[config.mk]
export PLATFORM = sky130hd
export DESIGN_NAME = serial_subtractor_flat
export DESIGN_NICKNAME = d
export VERILOG_FILES = /design/src/rtl/serial_subtractor_if.sv /design/src/rtl/serial_subtractor.sv /design/src/flat_wrapper.sv
export SDC_FILE = /design/constraint.sdc
export NUM_CORES = 1
export LEC_CHECK = 0
export CORE_MARGIN = 4
export CORE_UTILIZATION = 45
export CTS_CLUSTER_SIZE = 8
export DETAILED_ROUTE_END_ITERATION = 10
export PLACE_DENSITY = 0.73
export SYNTH_ARGS = -nofsm -noshare
export SYNTH_HDL_FRONTEND = slang
export SYNTH_SLANG_ARGS = --single-unit
[constraint.sdc]
create_clock -name clk -period 1.39 [get_ports clk]
set_clock_uncertainty 0.05 [all_clocks]
set_input_delay 0.278 -clock clk [delete_from_list [all_inputs] [get_ports clk]]
set_output_delay 0.278 -clock clk [all_outputs]
set_load 0.01 [all_outputs]
[src/rtl/serial_subtractor_if.sv]
// Handshake and operand/result bundle for the bit-serial subtractor.
// The master side issues requests; the slave side is the subtractor itself.
interface serial_subtractor_if #(
    parameter int WIDTH = 4
);
    logic             start;
    logic [WIDTH-1:0] in_a;
    logic [WIDTH-1:0] in_b;
    logic             bin;
    logic             busy;
    logic             done;
    logic [WIDTH-1:0] diff;
    logic             bout;

    modport master (
        output start, in_a, in_b, bin,
        input  busy, done, diff, bout
    );

    modport slave (
        input  start, in_a, in_b, bin,
        output busy, done, diff, bout
    );
endinterface

[src/rtl/serial_subtractor.sv]
// Bit-serial WIDTH-bit subtractor: diff = in_a - in_b - bin, one bit per clock,
// LSB first, with a single borrow flop. Operands are captured on the accepting
// edge, so the requester may change them freely afterwards. All outputs are
// driven straight from flops; diff/bout only move on the final RUN edge.
module serial_subtractor #(
    parameter int WIDTH = 4
) (
    input  logic                clk,
    input  logic                rst_n,
    serial_subtractor_if.slave  bus
);
    localparam int CNT_W = (WIDTH > 1) ? $clog2(WIDTH) : 1;

    localparam logic [1:0] ST_IDLE = 2'd0;
    localparam logic [1:0] ST_RUN  = 2'd1;
    localparam logic [1:0] ST_DONE = 2'd2;

    logic [1:0]       state_q, state_d;
    logic [WIDTH-1:0] a_q, a_d;
    logic [WIDTH-1:0] b_q, b_d;
    logic [WIDTH-1:0] res_q, res_d;
    logic             br_q, br_d;
    logic [CNT_W-1:0] cnt_q, cnt_d;
    logic [WIDTH-1:0] diff_q, diff_d;
    logic             bout_q, bout_d;
    logic             busy_q, busy_d;
    logic             done_q, done_d;

    logic             bit_a;
    logic             bit_b;
    logic             bit_d;
    logic             br_next;
    logic [WIDTH-1:0] res_shift;
    logic             last_bit;

    // Single-bit full subtractor on the current LSBs plus the stored borrow.
    always_comb begin
        bit_a     = a_q[0];
        bit_b     = b_q[0];
        bit_d     = bit_a ^ bit_b ^ br_q;
        br_next   = (~bit_a & bit_b) | (~(bit_a ^ bit_b) & br_q);
        res_shift = res_q >> 1;
        res_shift[WIDTH-1] = bit_d;
        last_bit  = (cnt_q == CNT_W'(WIDTH - 1));
    end

    // Next-state logic for the IDLE -> RUN -> DONE sequencer and datapath.
    always_comb begin
        state_d = state_q;
        a_d     = a_q;
        b_d     = b_q;
        res_d   = res_q;
        br_d    = br_q;
        cnt_d   = cnt_q;
        diff_d  = diff_q;
        bout_d  = bout_q;
        busy_d  = busy_q;
        done_d  = 1'b0;

        case (state_q)
            ST_IDLE: begin
                if (bus.start) begin
                    a_d     = bus.in_a;
                    b_d     = bus.in_b;
                    br_d    = bus.bin;
                    cnt_d   = '0;
                    state_d = ST_RUN;
                    busy_d  = 1'b1;
                end
            end
            ST_RUN: begin
                a_d   = a_q >> 1;
                b_d   = b_q >> 1;
                res_d = res_shift;
                br_d  = br_next;
                cnt_d = cnt_q + CNT_W'(1);
                // The final bit lands directly in diff so the result appears
                // on the same edge that raises done.
                if (last_bit) begin
                    diff_d  = res_shift;
                    bout_d  = br_next;
                    state_d = ST_DONE;
                    busy_d  = 1'b0;
                    done_d  = 1'b1;
                end
            end
            ST_DONE: begin
                state_d = ST_IDLE;
            end
            default: begin
                state_d = ST_IDLE;
                busy_d  = 1'b0;
            end
        endcase
    end

    // State and datapath registers; reset drops everything to zero at once.
    always_ff @(posedge clk or negedge rst_n) begin
        if (!rst_n) begin
            state_q <= ST_IDLE;
            a_q     <= '0;
            b_q     <= '0;
            res_q   <= '0;
            br_q    <= 1'b0;
            cnt_q   <= '0;
            diff_q  <= '0;
            bout_q  <= 1'b0;
            busy_q  <= 1'b0;
            done_q  <= 1'b0;
        end else begin
            state_q <= state_d;
            a_q     <= a_d;
            b_q     <= b_d;
            res_q   <= res_d;
            br_q    <= br_d;
            cnt_q   <= cnt_d;
            diff_q  <= diff_d;
            bout_q  <= bout_d;
            busy_q  <= busy_d;
            done_q  <= done_d;
        end
    end

    assign bus.busy = busy_q;
    assign bus.done = done_q;
    assign bus.diff = diff_q;
    assign bus.bout = bout_q;
endmodule

[src/flat_wrapper.sv]
// flat-port wrapper written by rule: the top's interface ports become plain ports
module serial_subtractor_flat 
#(
    parameter int WIDTH = 4
)
  (clk, rst_n, bus_start, bus_in_a, bus_in_b, bus_bin, bus_busy, bus_done, bus_diff, bus_bout);
  serial_subtractor_if #(.WIDTH(WIDTH)) bus_i ();
  input  logic clk;
  input  logic rst_n;
  input wire logic [$bits(bus_i.start)-1:0] bus_start;
  input wire logic [$bits(bus_i.in_a)-1:0] bus_in_a;
  input wire logic [$bits(bus_i.in_b)-1:0] bus_in_b;
  input wire logic [$bits(bus_i.bin)-1:0] bus_bin;
  output wire logic [$bits(bus_i.busy)-1:0] bus_busy;
  output wire logic [$bits(bus_i.done)-1:0] bus_done;
  output wire logic [$bits(bus_i.diff)-1:0] bus_diff;
  output wire logic [$bits(bus_i.bout)-1:0] bus_bout;
  assign bus_i.start = bus_start;
  assign bus_i.in_a = bus_in_a;
  assign bus_i.in_b = bus_in_b;
  assign bus_i.bin = bus_bin;
  assign bus_busy = bus_i.busy;
  assign bus_done = bus_i.done;
  assign bus_diff = bus_i.diff;
  assign bus_bout = bus_i.bout;
  serial_subtractor #(.WIDTH(WIDTH)) u_core (.clk(clk), .rst_n(rst_n), .bus(bus_i));
endmodule
Word-level counts from Yosys, hierarchy flattened. Cells that the tools add are included.

Flip-flop bits (word level): 24. Latch bits: 0. Bits in writable memories: 0. ROM bits: 0. Input bits: 12. Output and inout port bits: 7. Logic and storage cells: 46. Memories: 0.

$add $sub $neg: 1. Multiply operators: 0. Divide/modulo/power cells: 0. Order comparisons: 0. Equal/unequal tests: 5. Shifts and indexed selects: 0. Multiplexer cells: 16. Bitwise logic cells: 8. Reduce and logical (&&, ||, !) cells: 6.

Operator list (number): $pmux 4 s2 (2); $mux 4 (2); $pmux 2 s2 (2); $mux 2 (3); $reduce_and 2->1 (3); $mux 1 (5); $eq 2x2->1 const B (2); $not 1->1 (3); $pmux 1 s3 (1); $reduce_and 3->1 (1); $add 2x1->2 const B (1); $and 1x1->1 (2); $eq 2x1->1 const B (1); $logic_not 2->1 (1); $ne 2x1->1 const B (1); $ne 2x2->1 const B (1); $pmux 1 s2 (1); $reduce_bool 2->1 (1); $xor 1x1->1 (2); $or 1x1->1 (1).

Logic depth before layout (Yosys ltp). Gate-level depths: netlist of the first run.

Word-level depth: 5. Gate-level depth with buffers: 5.

Worst setup path after synthesis of the first run. Ideal clock, no wire load.

Path type: reg2reg. Start point: reg u_core.b_q[0]. End point: reg u_core.diff_q[3], in the netlist u_core.bus.diff[3]. Data arrival time: 1139 ps. Required time: 1215 ps. Setup slack: 76 ps. Stages on the path, launching flop included: 4. Buffers on the path: 0. Clock period less this slack: 1314 ps. Cells stage by stage: dfrtp_1 -> inv_1 -> fa_1 -> mux2_4.

Longest elaborated chain between the ends: 2.

Ends and longest elaborated chain: start, declared (RTL line serial_subtractor.sv:20) `logic [WIDTH-1:0] b_q, b_d;`; start signal, assigned (RTL line serial_subtractor.sv:102) `b_q <= '0;`; start signal, assigned (RTL line serial_subtractor.sv:113) `b_q <= b_d;`; $xor 1x1->1 (2 in a row) (RTL line serial_subtractor.sv:40) `bit_d = bit_a ^ bit_b ^ br_q;`; net u_core.bit_d (RTL line serial_subtractor.sv:31) `logic bit_d;`; end signal, assigned (RTL line serial_subtractor.sv:117) `diff_q <= diff_d;`; end, declared (RTL line serial_subtractor.sv:24) `logic [WIDTH-1:0] diff_q, diff_d;`.

The timed path passes the listed nets, and every way through them passes these cells. A chain may end at the register's enable or synchronous reset.

Final worst setup path of the first run.
Start point: reg u_core.br_q. End point: reg u_core.diff_q[3], in the netlist u_core.bus.diff[3].

Longest elaborated chain between the ends: 1.

Ends and longest elaborated chain: start, declared (RTL line serial_subtractor.sv:22) `logic br_q, br_d;`; start signal, assigned (RTL line serial_subtractor.sv:115) `br_q <= br_d;`; $xor 1x1->1 (RTL line serial_subtractor.sv:40); net u_core.bit_d (RTL line serial_subtractor.sv:31).

The timed path passes the listed nets, and every way through them passes these cells.

==> summary.txt, run 1 <==
Outcome - completed
Share of the synthesized area in the top cell type - 55.83%
Aggregate global routing overflow - 0
WP data required - 1550 ps
Post-place setup slack - -127.0 ps
Max-cap violations - 0
Clk pin slew, worst setup/hold paths - 130 ps
Vias - 766
Number of clock sinks - 23
Ports - 19
Antenna viol nets, final - 0
Initial antenna violation count - 0
Drt drc - 0
Fin crit share - 98.04%
Met1 WL - 869 um
# rows - 17
Die Wd - 55.87 um
Synth-to-layout area growth - 24.64%
CTS hold repair buffers - 0
Yosys cell types - 20
CTS buffer count - 3
Syn Inst Count - 95
CP arrival - 1530 ps
Final total power - 0.002688 W
Most common cell after layout, fill and taps aside - dfrtp_1
Port Buf Inserts - 18
Latest clock arrival within the worst-skew pair - 310 ps
Fraction of layout cells with a size suffix above 1 - 17.65%
Metal3 WL - 108 um
CP Max Fanout - 2
Final HPWL DP - 1541 um
Slew @ Worst Pin - 341.2 ps
CP Launch Type - flop
Max frequency - 733.8 MHz
Vias in the first global route - 802
Worst Slack Setup Final - 27.29 ps
Critical path class - reg -> reg
Post-Layout Cell Count - 147
Layout Utilization - 58.65%
Post-synthesis register bit count - 23
Initial core utilization - 47.06%
Placed cell count - 142
Seq/Total Area, Yosys - 55.83%
All-Layer GR Usage - 14.54%
Post-synthesis net count - 109
First-pass GRT wire length - 3525 um
Root Buffer - clkbuf_4
Core ar. - 2191 sq um
Final hold slack - 252.7 ps
Top routing layer in use - met4
Slew HR - 77.25%
Starting DRT DRC Count - 11
Hold Path Class - in -> async
Drt via density - 5.211
CP Capture Type - flop
Met2 WL - 1008 um
Commonest cells after routing, fill and taps aside - dfrtp_1 (23), nand2_1 (16), o22ai_1 (12)
Clk buf depth - 2
R2R Setup Slk - 30 ps
Final hold vios - 0
RSZ-0062 raised after global routing - false
Final min period - 1363 ps
Pre-antenna DRT Iters - 2
# nets final - 134
Die height - 55.87 um
Filler cell count - 194
Largest net degree at the start of global routing - 24
Yosys warning count - 0
Lkg Pwr - 0.6338 nW
Syn avg cell area - 10.85 sq um
PwrDens - 2092 nW/um^2
N_diodes - 0
DRT Wirelength - 2035 um
GPL Wtd Cong - 0.7592
Main area contributors after synthesis - dfrtp_1 (56%), o22ai_1 (7.3%), mux2_4 (5.8%)
CTS tree - done
VDD IR-drop max - 1180 uV
Leading area contributor after synthesis - dfrtp_1
Die ar. - 3121 sq um
WL/cell - 13.84 um
Final setup violation count - 0
Pins Over Slew Limit - 0
Cell area after synthesis - 1031 sq um
H-tree lvl count - 1
## metal layers
metal,vias to the layer above,GRT usage (%)
met5,-,0
met1,365,15.70
met4,0,7.119
li1,378,-
met2,16,24.83
met3,7,5.568
## cells in the mapped netlist
master	count
o22ai_1	12
inv_2	1
nand2b_1	2
buf_2	1
mux2_4	4
nor2_1	3
nand3b_4	1
dfrtp_1	23
buf_4	3
a21oi_1	7
ha_1	1
nor2b_1	1
nor2b_2	2
inv_1	5
nand2_1	16
o32ai_1	1
or2_1	1
fa_1	1
o21ai_0	9
a221oi_2	1
## registers in the layout, indices dropped and copies added, names as in the netlist
name and flops:
u_core.a_q 4, u_core.b_q 4, u_core.br_q 1, u_core.bus.bout 1
u_core.bus.busy 1, u_core.bus.diff 4, u_core.bus.done 1, u_core.cnt_q 2
u_core.res_q 3, u_core.state_q 2
## cells by family after synthesis
| logic type | share of synthesized area, % |
|---|---|
| muxes | 5.825 |
| buffers and inverters | 4.854 |
| DFF | 55.83 |
| adders and majority gates | 3.155 |
| and+or+nand+nor | 12.99 |
| AOI/OAI and AO/OA | 17.35 |
## report_power, final
part | total [W] | switching [W] | internal, W
Clock | 0.000310 | 0.000202 | 0.000108
Combinational | 0.00116 | 0.000582 | 0.000582
Sequential | 0.00121 | 0.000242 | 0.000972
## what timing repair did
action                                  4_1_cts  5_1_grt
buffers inserted                              0        1
cloned                                        0        0
gates resized for setup                       7        2
endpoints found under the setup margin        7        4
pin swaps                                     0        1
## critical path, cell delays in order, from the launching register on
cell and delay [ps]:
dfrtp_1 390, inv_2 60, fa_1 490, mux2_4 280
## metrics by stage
step | instance area (sq um) | TNS (ps)
2_1_floorplan | 1031 | 0
3_3_place_gp | 1256 | -386.2
3_5_place_dp | 1256 | -830.9
4_1_cts | 1275 | 0
5_1_grt | 1285 | 0
6_report | 1285 | 0
## worst paths after layout
path                                 endpoint            start  cells after the start
hold reg to reg               u_core.bus.bout  u_core.bus.bout                      2
min in group clk              u_core.bus.bout  u_core.bus.bout                      2
max in group asynchronous       u_core.b_q[3]            rst_n                      2
setup reg to reg           u_core.bus.diff[3]      u_core.br_q                      3
hold / removal             u_core.bus.diff[1]            rst_n                      2
setup / recovery           u_core.bus.diff[3]      u_core.br_q                      3
## final cells by class
class | count | area [sq um] | share of cell area (%)
Multi-Input combinational cell | 62 | 407.9 | 31.74
Inverter | 6 | 22.52 | 1.753
Clock inverter | 1 | 5.005 | 0.3895
Timing Repair Buffer | 24 | 216.5 | 16.85
Sequential cell | 23 | 575.6 | 44.79
Tap cell | 28 | 35.03 | 2.726
Clock buffer | 3 | 22.52 | 1.753
Note: power is estimated with default switching activity, not from simulation.
==> inputs of run 2 (changes only) <==
--- a/config.mk
+++ b/config.mk
@@ -9,6 +9,7 @@
 export CORE_UTILIZATION = 45
 export CTS_CLUSTER_SIZE = 8
 export DETAILED_ROUTE_END_ITERATION = 10
+export MAX_ROUTING_LAYER = met4
 export PLACE_DENSITY = 0.73
 export SYNTH_ARGS = -nofsm -noshare
 export SYNTH_HDL_FRONTEND = slang
==> run 2 against run 1 <==
  * Cell count stayed put
  * Sequential cell count stayed put
  * Clock power hardly changed
  * Global-route usage is 0.41 points higher
  * Worst setup slack stayed put
  * Fmax stayed put
  * Design area stayed put
  * Register-to-register slack hardly changed
  * Sequential share of layout area stayed put
==> summary.txt, run 2 (synthesis results as in run 1) <==
Pins Over Slew Limit - 0 (unchanged)
Die ar. - 3121 sq um (unchanged)
Layout Utilization - 58.65% (unchanged)
Slew @ Worst Pin - 341.2 ps (-0.003099 ps)
GPL Wtd Cong - 0.7692 (+1.3%)
Initial core utilization - 47.06% (unchanged)
CP Buf/Inv Count - 1 (unchanged)
Aggregate global routing overflow - 0 (unchanged)
RSZ-0062 raised after global routing - false
Most common cell after layout, fill and taps aside - dfrtp_1
WL/cell - 13.84 um (unchanged)
First-pass GRT wire length - 3519 um (-0.17%)
CP peak stage delay - 490 ps (about the same)
Die Wd - 55.87 um (unchanged)
Vias in the first global route - 803 (+0.12%)
VDD IR-drop max - 1180 uV (about the same)
Synth-to-layout area growth - 24.64% (unchanged)
Clk pin slew, worst setup/hold paths - 130 ps (about the same)
Worst Slack Setup Final - 27.29 ps (unchanged)
Max frequency - 733.8 MHz (unchanged)
H-tree lvl count - 1 (unchanged)
CP Launch Point - u_core.br_q
Core ar. - 2191 sq um (unchanged)
CP Capture Type - flop
DRT Wirelength - 2035 um (unchanged)
Root Buffer - clkbuf_4
FF-to-FF Start - u_core.br_q
CP arrival - 1530 ps (about the same)
Vias - 766 (unchanged)
Worst setup path end - u_core.bus.diff[3]
Path length in cells of the critical path - 3 (unchanged)
WP data required - 1550 ps (about the same)
Ports - 19 (unchanged)
PwrDens - 2091 nW/um^2 (about the same)
Commonest cells after routing, fill and taps aside - dfrtp_1 (23), nand2_1 (16), o22ai_1 (12)
Die height - 55.87 um (unchanged)
Final min period - 1363 ps (unchanged)
Clk buf depth - 2 (unchanged)
CP Max Fanout - 2 (unchanged)
Largest net degree at the start of global routing - 24 (unchanged)
Starting DRT DRC Count - 11 (unchanged)
All-Layer GR Usage - 14.95% (+0.41 points)
N_diodes - 0 (unchanged)
CTS buffer count - 3 (unchanged)
Filler cell count - 194 (unchanged)
Drt drc - 0 (unchanged)
Critical path's top delay family - adder cells
Port Buf Inserts - 18 (unchanged)
Lkg Pwr - 0.6338 nW (unchanged)
FF-to-FF End - u_core.bus.diff[3]
Slowest cell on crit path - fa_1
# rows - 17 (unchanged)
CTS tree - done
R2R cell count - 3 (unchanged)
Critical Path, Cell by Cell - inv_2, fa_1, mux2_4
Critical path class - reg -> reg
Antenna viol nets, final - 0 (unchanged)
Pre-antenna DRT Iters - 2 (unchanged)
Hold Path Class - in -> async
CTS hold repair buffers - 0 (unchanged)
Number of clock sinks - 23 (unchanged)
Slew HR - 77.25% (about the same)
Initial antenna violation count - 0 (unchanged)
Final hold vios - 0 (unchanged)
Fraction of layout cells with a size suffix above 1 - 17.65% (unchanged)
# nets final - 134 (unchanged)
CP Launch Type - flop
Fin crit share - 98.04% (unchanged)
R2R Setup Slk - 30 ps (about the same)
Final HPWL DP - 1541 um (unchanged)
Max-cap violations - 0 (unchanged)
Latest clock arrival within the worst-skew pair - 310 ps (about the same)
Final setup violation count - 0 (unchanged)
Outcome - completed
Post-place setup slack - -127.0 ps (unchanged)
Drt via density - 5.211 (unchanged)
-- run 2: cell counts in the layout (fill, tap and decap cells not counted) --
No cell type changed its count.
-- run 2: report_power, final --
part | switching (W) | total [W] | internal (W)
logic | 0.000582 | 0.00116 | 0.000582
registers | 0.000242 | 0.00121 | 0.000972
clock network | 0.000202 | 0.000310 | 0.000108
total | 0.00103 | 0.00269 | 0.00166
-- run 2: how the worst min path moves through the flow --
| stage | to | slack [ps] |
|---|---|---|
| global route | u_core.bus.diff[1] | 250 |
| global placement | u_core.res_q[1] | 410 |
| finish | u_core.bus.diff[1] | 250 |
| CTS | u_core.bus.diff[2] | 260 |
| floorplan | u_core.a_q[0] | -70 |
| detailed placement | u_core.bus.bout | 420 |
-- run 2: layout make-up --
class / count / area (sq um) / area share [%]
well taps: 28 / 35.03 / 2.726
flip-flops and latches: 23 / 575.6 / 44.79
multi-input cells: 62 / 407.9 / 31.74
inverters: 6 / 22.52 / 1.753
clock inverters: 1 / 5.005 / 0.3895
clock buffers: 3 / 22.52 / 1.753
repair buffers: 24 / 216.5 / 16.85
-- run 2: routing by layer --
metal / GRT usage [%] / vias up / part of all wire [%]
met5: - / - / 0
met4: 7.119 / 0 / 2.4
met3: 5.568 / 7 / 5.3
met2: 24.83 / 16 / 50
met1: 15.70 / 365 / 43
li1: - / 378 / -
-- run 2: timing repair --
item / in CTS / in global routing
setup buffers: 0 / 1
endpoints found under the setup margin: 7 / 4
resized for setup: 7 / 2
pin swaps: 0 / 1
-- run 2: per-stage QoR --
step / area [sq um] / TNS, ps / std cells / power, W / hold slack (ps)
6_report: 1285 / 0 / 147 / 0.002688 / 252.9
5_1_grt: 1285 / 0 / 147 / 0.002911 / 249.6
4_1_cts: 1275 / 0 / 146 / 0.002682 / 256.0
3_5_place_dp: 1256 / -830.9 / 142 / 0.002438 / 425.0
3_3_place_gp: 1256 / -386.2 / 142 / 0.002370 / 412.6
2_1_floorplan: 1031 / 0 / 95 / 0.002017 / -67.59
==> inputs of run 3 (changes only) <==
--- a/config.mk
+++ b/config.mk
@@ -6,11 +6,11 @@
 export NUM_CORES = 1
 export LEC_CHECK = 0
 export CORE_MARGIN = 4
-export CORE_UTILIZATION = 45
+export CORE_UTILIZATION = 25
 export CTS_CLUSTER_SIZE = 8
 export DETAILED_ROUTE_END_ITERATION = 10
 export MAX_ROUTING_LAYER = met4
-export PLACE_DENSITY = 0.73
+export PLACE_DENSITY_LB_ADDON = 0.12
 export SYNTH_ARGS = -nofsm -noshare
 export SYNTH_HDL_FRONTEND = slang
 export SYNTH_SLANG_ARGS = --single-unit
==> run 3 against run 2 <==
  * Total power up 5.8%
  * Clock-buffer cell count did not move
  * Combinational power is 7% higher
  * Hold slack improved by 57 ps
  * Register-to-register slack is essentially flat
  * Non-clock buffer count is 4 higher
  * First-iteration DRC count rose to 2.8 times the previous value
  * Global-route usage down 5.3 points
  * Worst setup slack gained 9.9 ps
  * Critical endpoint unchanged
  * Largest power group is now combinational logic
  * Highest routed layer unchanged
==> summary.txt, run 3 (synthesis results as in run 1) <==
CP Launch Type - flop
WL/cell - 12.90 um (-6.8%)
VDD IR-drop max - 625.3 uV (-47%)
Critical path class - reg -> reg
Lkg Pwr - 0.6616 nW (+4.4%)
Core ar. - 4000 sq um (+83%)
Final min period - 1353 ps (-9.855 ps)
Synth-to-layout area growth - 31.80%
CP Launch Point - u_core.br_q
Slew @ Worst Pin - 428.7 ps (+87.47 ps)
Vias in the first global route - 788 (-1.9%)
All-Layer GR Usage - 9.662% (-5.3 points)
Final setup violation count - 0 (unchanged)
DRT Wirelength - 2232 um (+9.7%)
Critical Path, Cell by Cell - inv_2, fa_1, mux2_4
Vias - 796 (+3.9%)
Slowest cell on crit path - fa_1
Die ar. - 5216 sq um (+67%)
Largest net degree at the start of global routing - 24 (unchanged)
Switching fraction of total power - 36.72% (-1.5 points)
Pre-antenna DRT Iters - 4 (+2)
Final HPWL DP - 1629 um (+5.7%)
Pins Over Slew Limit - 0 (unchanged)
Comb power frac - 43.7% (+0.4 points)
CP peak stage delay - 490 ps (about the same)
CTS tree - done
Final total power - 0.002844 W (+5.8%)
Net switching power - 0.001045 W (+1.8%)
Antenna viol nets, final - 0 (unchanged)
Clock Power Share - 14.7% (+3.2 points)
Max frequency - 739.2 MHz (+0.73%)
GPL Wtd Cong - 0.7067 (-8.1%)
H-tree lvl count - 1 (unchanged)
Placed cell count - 167 (+18%)
WP data required - 1500 ps (-50 ps)
Seq pwr share - 41.6% (-3.6 points)
Latest clock arrival within the worst-skew pair - 270 ps (-40 ps)
Worst setup path end - u_core.bus.diff[3]
Post-Layout Cell Count - 173 (+18%)
Starting DRT DRC Count - 31 (+20)
FF-to-FF Start - u_core.br_q
RSZ-0062 raised after global routing - true
CP Capture Type - flop
CTS hold repair buffers - 0 (unchanged)
Max-cap violations - 0 (unchanged)
CP arrival - 1460 ps (-70 ps)
# nets final - 138 (+3.0%)
Clk pin slew, worst setup/hold paths - 80 ps (-50 ps)
Ports - 19 (unchanged)
Fin crit share - 97.33% (-0.71 points)
Number of clock sinks - 23 (unchanged)
Drt drc - 0 (unchanged)
CP Buf/Inv Count - 1 (unchanged)
CP Max Fanout - 2 (unchanged)
Critical path's top delay family - adder cells
Initial core utilization - 25.77% (-21 points)
# rows - 23 (+6)
Path length in cells of the critical path - 3 (unchanged)
Aggregate global routing overflow - 0 (unchanged)
First-pass GRT wire length - 3767 um (+7.0%)
Post-DP Area - 1306 sq um (+4.0%)
Commonest cells after routing, fill and taps aside - dfrtp_1 (23), nand2_1 (16), o22ai_1 (12)
Fin area - 1359 sq um (+5.7%)
Fraction of layout cells with a size suffix above 1 - 19.51% (+1.9 points)
PwrDens - 2093 nW/um^2 (about the same)
Final hold slack - 310.2 ps (+57.32 ps)
Die Wd - 72.22 um (+29%)
Root Buffer - clkbuf_8
FF-to-FF End - u_core.bus.diff[3]
Die height - 72.22 um (+29%)
Clk buf depth - 2 (unchanged)
CTS buffer count - 3 (unchanged)
Outcome - completed
R2R Setup Slk - 40 ps (about the same)
Initial antenna violation count - 0 (unchanged)
Post-place setup slack - -105.7 ps (+21.30 ps)
Port Buf Inserts - 18 (unchanged)
Drt via density - 4.601 (-12%)
Hold Path Class - in -> async
N_diodes - 0 (unchanged)
Slew HR - 71.42% (-5.8 points)
Internal Power - 0.001800 W (+8.3%)
R2R cell count - 3 (unchanged)
Worst Slack Setup Final - 37.15 ps (+9.855 ps)
Most common cell after layout, fill and taps aside - dfrtp_1
Final hold vios - 0 (unchanged)
## run 3: changes by cell type in the layout (fill, tap and decap cells not counted)
| cell | delta |
|---|---|
| buf_4 | +4 |
| clkbuf_4 | -3 |
| clkbuf_8 | +3 |
| nand2b_1 | +1 |
| nand2b_2 | -1 |
## run 3: stage by stage
stage	setup TNS (ps)	util [%]
after floorplan	0	-
after global placement	-779.4	32.66
after detailed placement	-802.6	32.66
after CTS	0	33.59
after global routing	-27.06	33.97
final	0	33.97
## run 3: worst min-delay path by stage
stage / start / end / slack (ps) / cells past startpoint
after floorplan: rst_n / u_core.a_q[0] / -70 / 0
after global placement: u_core.res_q[1] / u_core.res_q[1] / 410 / 2
after detailed placement: u_core.res_q[1] / u_core.res_q[1] / 420 / 2
after CTS: rst_n / u_core.res_q[1] / 310 / 2
after global routing: rst_n / u_core.res_q[1] / 330 / 2
final: rst_n / u_core.res_q[1] / 310 / 2
## run 3: metal layers
metal | global-route usage (%) | vias up | wire [um]
met1 | 12.23 | 386 | 1030
met5 | - | - | 0
met2 | 14.36 | 21 | 1051
met3 | 3.047 | 4 | 118
li1 | - | 385 | -
met4 | 3.758 | 0 | 32
## run 3: power groups by stage
| stage | Clock [W] | Combinational [W] | Sequential (W) |
|---|---|---|---|
| 4_1_cts | 0.000444 | 0.00123 | 0.00119 |
| 6_report | 0.000417 | 0.00124 | 0.00118 |
| 2_1_floorplan | 0 | 0.000842 | 0.00118 |
| 3_5_place_dp | 0 | 0.00128 | 0.00120 |
| 3_3_place_gp | 0 | 0.00126 | 0.00120 |
| 5_1_grt | 0.000467 | 0.00142 | 0.00123 |
## run 3: cell type report
type                       count  area [sq um]
clock inverter                 1         5.005
fill                         413          2641
sequential                    23         575.6
multi-input combinational     62         405.4
inverter                       6         22.52
clock buffer                   3         41.29
tap                           50         62.56
timing repair buffer          28         246.5
## run 3: what timing repair did
action | 4_1_cts | 5_1_grt
pin swaps | 0 | 1
hold endpoints to repair | 0 | 0
gates resized for setup | 7 | 1
endpoints found under the setup margin | 7 | 1
buffers inserted | 0 | 2
